$ cat src/rtl/key_debounce.sv
// -----------------------------------------------------------------------------
// key_debounce
//
// Input conditioning for active-low pushbuttons. Each key passes through a
// two-flop synchroniser and then a stability counter. The clean level flips
// only after the synchronised key has differed from it for DEBOUNCE_CYCLES
// consecutive clocks. On the flip edge, a one-cycle press strobe (clean 1->0)
// or release strobe (clean 0->1) is emitted.
//
// Ports:
//   clk          system clock
//   rst_n        asynchronous active-low reset
//   key_raw      raw key levels, active-low, asynchronous to clk
//   key_clean    debounced level, active-low, registered (bit0 = key1)
//   key_press    one-cycle strobe on clean 1->0, registered
//   key_release  one-cycle strobe on clean 0->1, registered
// -----------------------------------------------------------------------------
module key_debounce #(
    parameter int unsigned N_KEYS          = 4,
    parameter int unsigned DEBOUNCE_CYCLES = 1000000
) (
    input  logic              clk,
    input  logic              rst_n,
    input  logic [N_KEYS-1:0] key_raw,
    output logic [N_KEYS-1:0] key_clean,
    output logic [N_KEYS-1:0] key_press,
    output logic [N_KEYS-1:0] key_release
);

    localparam int unsigned      CNT_W   = $clog2(DEBOUNCE_CYCLES + 1);
    localparam logic [CNT_W-1:0] CNT_MAX = CNT_W'(DEBOUNCE_CYCLES - 1);

    logic [N_KEYS-1:0] s1_q;
    logic [N_KEYS-1:0] s2_q;
    logic [N_KEYS-1:0] clean_q;
    logic [N_KEYS-1:0] clean_d;
    logic [N_KEYS-1:0] press_q;
    logic [N_KEYS-1:0] press_d;
    logic [N_KEYS-1:0] release_q;
    logic [N_KEYS-1:0] release_d;
    logic [CNT_W-1:0]  cnt_q [N_KEYS];
    logic [CNT_W-1:0]  cnt_d [N_KEYS];

    // Two-flop synchroniser. It resets to released so that a key held
    // through reset is seen as a fresh press.
    always_ff @(posedge clk or negedge rst_n) begin
        if (!rst_n) begin
            s1_q <= '1;
            s2_q <= '1;
        end else begin
            s1_q <= key_raw;
            s2_q <= s1_q;
        end
    end

    // Per-key stability counter. Any cycle that agrees with the clean level
    // clears the count, so a glitch restarts the full debounce window.
    always_comb begin
        clean_d   = clean_q;
        press_d   = '0;
        release_d = '0;
        for (int unsigned i = 0; i < N_KEYS; i++) begin
            cnt_d[i] = '0;
            if (s2_q[i] != clean_q[i]) begin
                if (cnt_q[i] == CNT_MAX) begin
                    clean_d[i]   = s2_q[i];
                    press_d[i]   = ~s2_q[i];
                    release_d[i] = s2_q[i];
                end else begin
                    cnt_d[i] = cnt_q[i] + CNT_W'(1);
                end
            end
        end
    end

    // Clean level, strobes and counters.
    always_ff @(posedge clk or negedge rst_n) begin
        if (!rst_n) begin
            clean_q   <= '1;
            press_q   <= '0;
            release_q <= '0;
            for (int unsigned i = 0; i < N_KEYS; i++) begin
                cnt_q[i] <= '0;
            end
        end else begin
            clean_q   <= clean_d;
            press_q   <= press_d;
            release_q <= release_d;
            for (int unsigned i = 0; i < N_KEYS; i++) begin
                cnt_q[i] <= cnt_d[i];
            end
        end
    end

    assign key_clean   = clean_q;
    assign key_press   = press_q;
    assign key_release = release_q;

endmodule

$ cat config.mk
export PLATFORM = sky130hd
export DESIGN_NAME = key_debounce
export DESIGN_NICKNAME = d
export VERILOG_FILES = /design/src/rtl/key_debounce.sv
export SDC_FILE = /design/constraint.sdc
export NUM_CORES = 1
export LEC_CHECK = 0
export CAP_MARGIN = 20
export CORE_ASPECT_RATIO = 0.5
export CORE_MARGIN = 1.5
export CORE_UTILIZATION = 45
export CTS_BUF_LIST = sky130_fd_sc_hd__clkbuf_4
export DETAILED_ROUTE_END_ITERATION = 7
export GPL_TIMING_DRIVEN = 0
export PLACE_DENSITY = 0.59
export SLEW_MARGIN = 40
export SYNTH_ARGS = -nofsm -noshare
export SYNTH_HDL_FRONTEND = slang
export SYNTH_SLANG_ARGS = --single-unit
$ cat constraint.sdc
create_clock -name clk -period 6.6 [get_ports clk]
set_clock_uncertainty 0.05 [all_clocks]
set_input_delay 0.66 -clock clk [delete_from_list [all_inputs] [get_ports clk]]
set_output_delay 0.66 -clock clk [all_outputs]
set_load 0.01 [all_outputs]
==> reports/qor.yml, run 1 <==
report.final.slew_viol_count: 0
drive_gt1_frac: 0.0976
fmax_ghz: 0.395
rsz0062_at_grt: "no"
place_inst: 615
post_cts_resize_count: 0
wire_per_inst_um: 13.2
fin_setup_tns_ns: 0
maxSlewHeadroom: 0.489
die_area_um2: 11100
synth_async_sr_flop_share: 1.00
ant_nets: 0
cp-end-kind: "register"
grt_antenna_before_repair: 0
worstPathRequired_ns: 6.90
yosysUniqueCellTypes: 41
wirelength_mm: 8.33
layout_commonest_cell: "dfrtp_1"
dp_hpwl_mm: 5.58
antenna_cells: 0
worstPathMaxFanout: 10
status: "finished clean"
pwr_density_cell_nw_per_um2: 196
tritoncts: "built"
ys_warn_count: 0
fillerInstances: 948
portBuffers: 17
core-area_um2: 10200
syn-mean-instance-area_um2: 10.3
synth_area_um2: 4700
die_x_um: 147
layout.nets: 497
cpPeakStageDelay_ns: 0.54
arrival_ns: 2.83
crit_type: "reg -> reg"
io_pins: 18
path_clk_slew_ns: 0.16
power.total_w: 0.00103
grt_pass1_vias: 3112
gp_congestion: 0.756
cts_buffers: 9
overflow: 0
die_h_um: 75.2
synth_nets: 467
drt_iter0_markers: 224
most-common-layout-cells: "88 x dfrtp_1, 51 x nor2_1, 36 x nand3_1, 29 x a21oi_1, 25 x xnor2_1"
firstDrtPassIters: 4
peakVddDrop_v: 0.0000875
power_leakage_nw: 2.03
drc: 0
final_area_um2: 5240
ys_seq_elements: 100
rr_startpoint: "cnt_q[50]"
max_cap_violations: 0
fp-row-count: 26
cts_buffer_depth: 2
start_util: 0.461
grt_util_all_layers: 0.168
worstPathCellList: "or4_1 -> or4_4 -> o41ai_4 -> buf_4 -> nor2_1"
via_count: 3370
cts_htree_levels: 3
synth_edf_count: 0
insertion_delay_ns: 0.45
vias_per_cell: 5.33
hold_viol: 0
root_buffer: "clkbuf_4"
finalNonFillerCells: 632
grt_max_degree: 72
tightest_slew_ns: 0.762
grt_pass1_wl_mm: 14.8
period_minus_slack_ns: 2.53
min_from: "s1_q[3]"
synthFlopType: "dfrtp_1"
startpoint: "cnt_q[50]"
cts_sinks: 100
cp_slowest_cell: "or4_1"
hold_path_class: "reg -> reg"
cp-start-kind: "register"
placed_cell_area_um2: 5070
postSynthCellCount: 457
finalCritPeriodShare: 0.383
yosysSeqAreaShare: 0.536
syn2layout_area_growth_pct: 11.6
setup_viol_count_final: 0
-- power breakdown --
| part | total, W | internal (W) | switching (W) |
|---|---|---|---|
| registers | 0.000633 | 0.000623 | 0.00000964 |
| logic | 0.0000392 | 0.0000139 | 0.0000254 |
| clock network | 0.000353 | 0.000153 | 0.000200 |
| total | 0.00103 | 0.000790 | 0.000235 |
-- cell type report --
| type | count | area, µm² | share of cell area |
|---|---|---|---|
| flip-flops and latches | 100 | 2520 | 0.480 |
| multi-input cells | 332 | 2080 | 0.397 |
| repair buffers | 19 | 213 | 0.0406 |
| well taps | 140 | 175 | 0.0334 |
| clock inverters | 7 | 90.1 | 0.0172 |
| clock buffers | 9 | 67.6 | 0.0129 |
| inverters | 14 | 52.6 | 0.0100 |
| plain buffers | 11 | 46.3 | 0.00883 |
-- what timing repair did --
item	4_1_cts	5_1_grt
hold buffers	1	0
endpoints found under the hold margin	25	0
buffers inserted	0	0
-- synth_stat cells (3+ instances only) --
cell type   n  area (µm²)
a21oi_1    29         145
and3_1      9        56.3
clkbuf_1    9        33.8
dfrtp_1    88        2200
dfstp_2    12         315
ha_1        4        50.1
inv_1      14        52.6
mux2_2      3        33.8
nand2_1    24        90.1
nand3_1    36         180
nand4_1    10        62.6
nor2_1     51         191
nor3_1      8        40.0
nor3b_1     8        60.1
nor4_1      8        50.1
o21ai_0    18        90.1
o31ai_1    11        82.6
or3_1      20         125
or4_1      20         150
or4_4       3        33.8
or4b_2      3        30.0
xnor2_1    25         219
xor2_1     22         193
-- state kept, by name, summed over array words and instances (netlist names) --
register	cells
key_clean	4
cnt_q	80
key_release	4
key_press	4
s2_q	4
s1_q	4
-- metal layers --
| layer | vias up | global-route usage | share of wire |
|---|---|---|---|
| met4 | 0 | 0.0433 | 0.011 |
| met3 | 10 | 0.0455 | 0.031 |
| li1 | 1697 | - | - |
| met2 | 33 | 0.258 | 0.43 |
| met1 | 1630 | 0.237 | 0.53 |
| met5 | - | 0 | 0 |
-- final timing paths --
path                        endpoint  slack, ns  depth (start not counted)
max in group asynchronous    s1_q[3]       5.27                          3
setup / recovery           cnt_q[45]       4.07                          5
min in group asynchronous  cnt_q[63]       0.59                          2
hold reg to reg              s2_q[3]       0.30                          0
hold / removal               s2_q[3]       0.30                          0
setup reg to reg           cnt_q[45]       4.07                          5
-- cell families (layout without fill, tap and decap cells) --
logic type / Yosys count / in the layout / synth area share
multiplexers: 4 / 4 / 0.0104
AO/OA/AOI/OAI: 62 / 62 / 0.0810
XOR/XNOR: 47 / 47 / 0.0877
AND/OR/NAND/NOR: 215 / 215 / 0.253
buffers and inverters: 25 / 60 / 0.0210
adder cells (fa/ha/maj): 4 / 4 / 0.0107
flip-flops: 100 / 100 / 0.536
-- through the flow --
stage                     utilization  worst slack, ns  hold WS [ns]
after floorplan                     -             4.32         0.295
after global placement          0.495            0.961         0.296
after detailed placement        0.498             4.08         0.297
after CTS                       0.515             4.05         0.312
after global routing            0.515             3.90         0.303
final                           0.515             4.07         0.301
-- worst max-delay path, delay by kind of cell, from the launching register on --
family,cells,cell delay [ns]
simple gates,3,1.12
flops,1,0.44
compound gates,1,0.53
buf+inv,1,0.29
Note: power is estimated with default switching activity, not from simulation.
==> inputs of run 2 (changes only) <==
clock period = 2.6 ns   (was 6.6 ns; I/O delays follow)
==> run 2 against run 1 <==
Compared with the run above: register-to-register slack got worse by 3.9 ns; cell count is 0.63% higher; sequential power rose to 2.5 times the previous value; clock-buffer cell count stayed put; fmax grew 5.9%; first-iteration DRC count fell by 3.1%; flip-flop and latch count stayed put; wire length is 1.4% higher; sequential share of layout area decreased by 0.27 points; critical endpoint is now key_clean[1]; largest cell class unchanged; largest power group unchanged; highest routed layer unchanged.
==> reports/qor.yml, run 2 (synthesized netlist as in run 1, its figures left out) <==
status: "finished clean"
grt_max_degree: 72
grt_antenna_before_repair: 0
io_pins: 18
place_inst: 615
maxSlewHeadroom: 0.465
vias_per_cell: 5.33
start_util: 0.461
root_buffer: "clkbuf_4"
die_area_um2: 11100
hold_path_class: "in -> reg"
most-common-layout-cells: "88 x dfrtp_1, 51 x nor2_1, 36 x nand3_1, 29 x a21oi_1, 25 x xnor2_1"
cts_htree_levels: 3
worstPathMaxFanout: 4
gp_congestion: 0.756
top_register: "cnt_q"
layout.nets: 501
firstDrtPassIters: 4
period_minus_slack_ns: 2.39
tightest_slew_ns: 0.797
wire_per_inst_um: 13.3
core-area_um2: 10200
via_count: 3390
insertion_delay_ns: 0.45
die_x_um: 147
arrival_ns: 2.73
path_clk_slew_ns: 0.16
setup_viol_count_final: 0
p_switching_w: 0.000599
peakVddDrop_v: 0.000222
cp-end-kind: "register"
max_cap_violations: 0
ant_nets: 0
power_frac_seq: 0.616
report.final.slew_viol_count: 0
cts_sinks: 100
die_h_um: 75.2
drc: 0
dp_hpwl_mm: 5.58
finalNonFillerCells: 636
fp-row-count: 26
internal-power_w: 0.00201
crit_type: "reg -> reg"
rsz0062_at_grt: "no"
fmax_ghz: 0.419
layout_commonest_cell: "dfrtp_1"
wirelength_mm: 8.44
worstPathRequired_ns: 2.94
largest_reg_flops: 80
fillerInstances: 950
syn2layout_area_growth_pct: 12.3
grt_pass1_vias: 3112
overflow: 0
cts_buffers: 9
grt_util_all_layers: 0.168
pwr_density_cell_nw_per_um2: 495
r2r_slack_ns: 0.21
power_leakage_nw: 2.05
portBuffers: 17
whs_ns: 0.159
switching_share: 0.230
hold_viol: 0
tritoncts: "built"
grt_pass1_wl_mm: 14.8
drt_iter0_markers: 217
comb_power_share: 0.040
cts_buffer_depth: 2
finalCritPeriodShare: 0.918
antenna_cells: 0
drive_gt1_frac: 0.105
clkPwrFrac: 0.344
cp-start-kind: "register"
==> run 2: cell types whose count changed in the layout (fill, tap and decap cells not counted), sizes merged <==
cell,delta
buf,+4
==> run 2: critical path, cell delays in order, from the launching register on <==
cell     delay (ns)
dfrtp_1        0.44
or4_1          0.54
or4_4          0.52
or4_4          0.47
mux2_4         0.31
==> run 2: layout make-up <==
cell class / count / area (µm²) / share of cell area
plain buffers: 11 / 46.3 / 0.00878
clock buffers: 9 / 67.6 / 0.0128
clock inverters: 7 / 90.1 / 0.0171
inverters: 14 / 52.6 / 0.00997
multi-input cells: 332 / 2080 / 0.394
flip-flops and latches: 100 / 2520 / 0.478
well taps: 140 / 175 / 0.0332
repair buffers: 23 / 243 / 0.0460
==> run 2: metal layers <==
| metal | track usage | routed length (µm) | vias up |
|---|---|---|---|
| met3 | 0.0455 | 241 | 10 |
| li1 | - | - | 1709 |
| met1 | 0.237 | 4440 | 1635 |
| met5 | 0 | 0 | - |
| met4 | 0.0433 | 95 | 0 |
| met2 | 0.258 | 3670 | 36 |
==> run 2: power by group through the flow <==
stage	Combinational (W)	Clock, W	Sequential [W]
after floorplan	0.0000450	0	0.00163
after global placement	0.0000974	0	0.00164
after detailed placement	0.000104	0	0.00163
after CTS	0.000105	0.000942	0.00161
after global routing	0.000123	0.000990	0.00161
final	0.000104	0.000897	0.00161
==> run 2: worst paths after layout <==
kind                                      to  cells past startpoint       start
worst max-delay path            key_clean[1]                      4   cnt_q[50]
worst min-delay path                 s1_q[3]                      1  key_raw[3]
worst max register to register  key_clean[1]                      4   cnt_q[50]
worst min register to register       s2_q[3]                      0     s1_q[3]
max in group asynchronous            s1_q[3]                      3       rst_n
min in group asynchronous          cnt_q[63]                      2       rst_n
==> run 2: per-stage QoR <==
stage	util	total power, W	TNS (ns)	area [µm²]	setup WS (ns)
global route	0.518	0.00273	0	5270	0.0497
global placement	0.495	0.00173	-248.10	5040	-2.64
floorplan	-	0.00167	0	4700	0.321
finish	0.518	0.00261	0	5270	0.212
CTS	0.515	0.00265	0	5240	0.0535
detailed placement	0.498	0.00174	0	5070	0.0754
==> run 2: what timing repair did <==
item,4_1_cts,5_1_grt
hold endpoints to repair,92,0
setup buffers,0,4
gates resized for setup,0,0
hold buffers,1,0
setup endpoints to repair,0,20
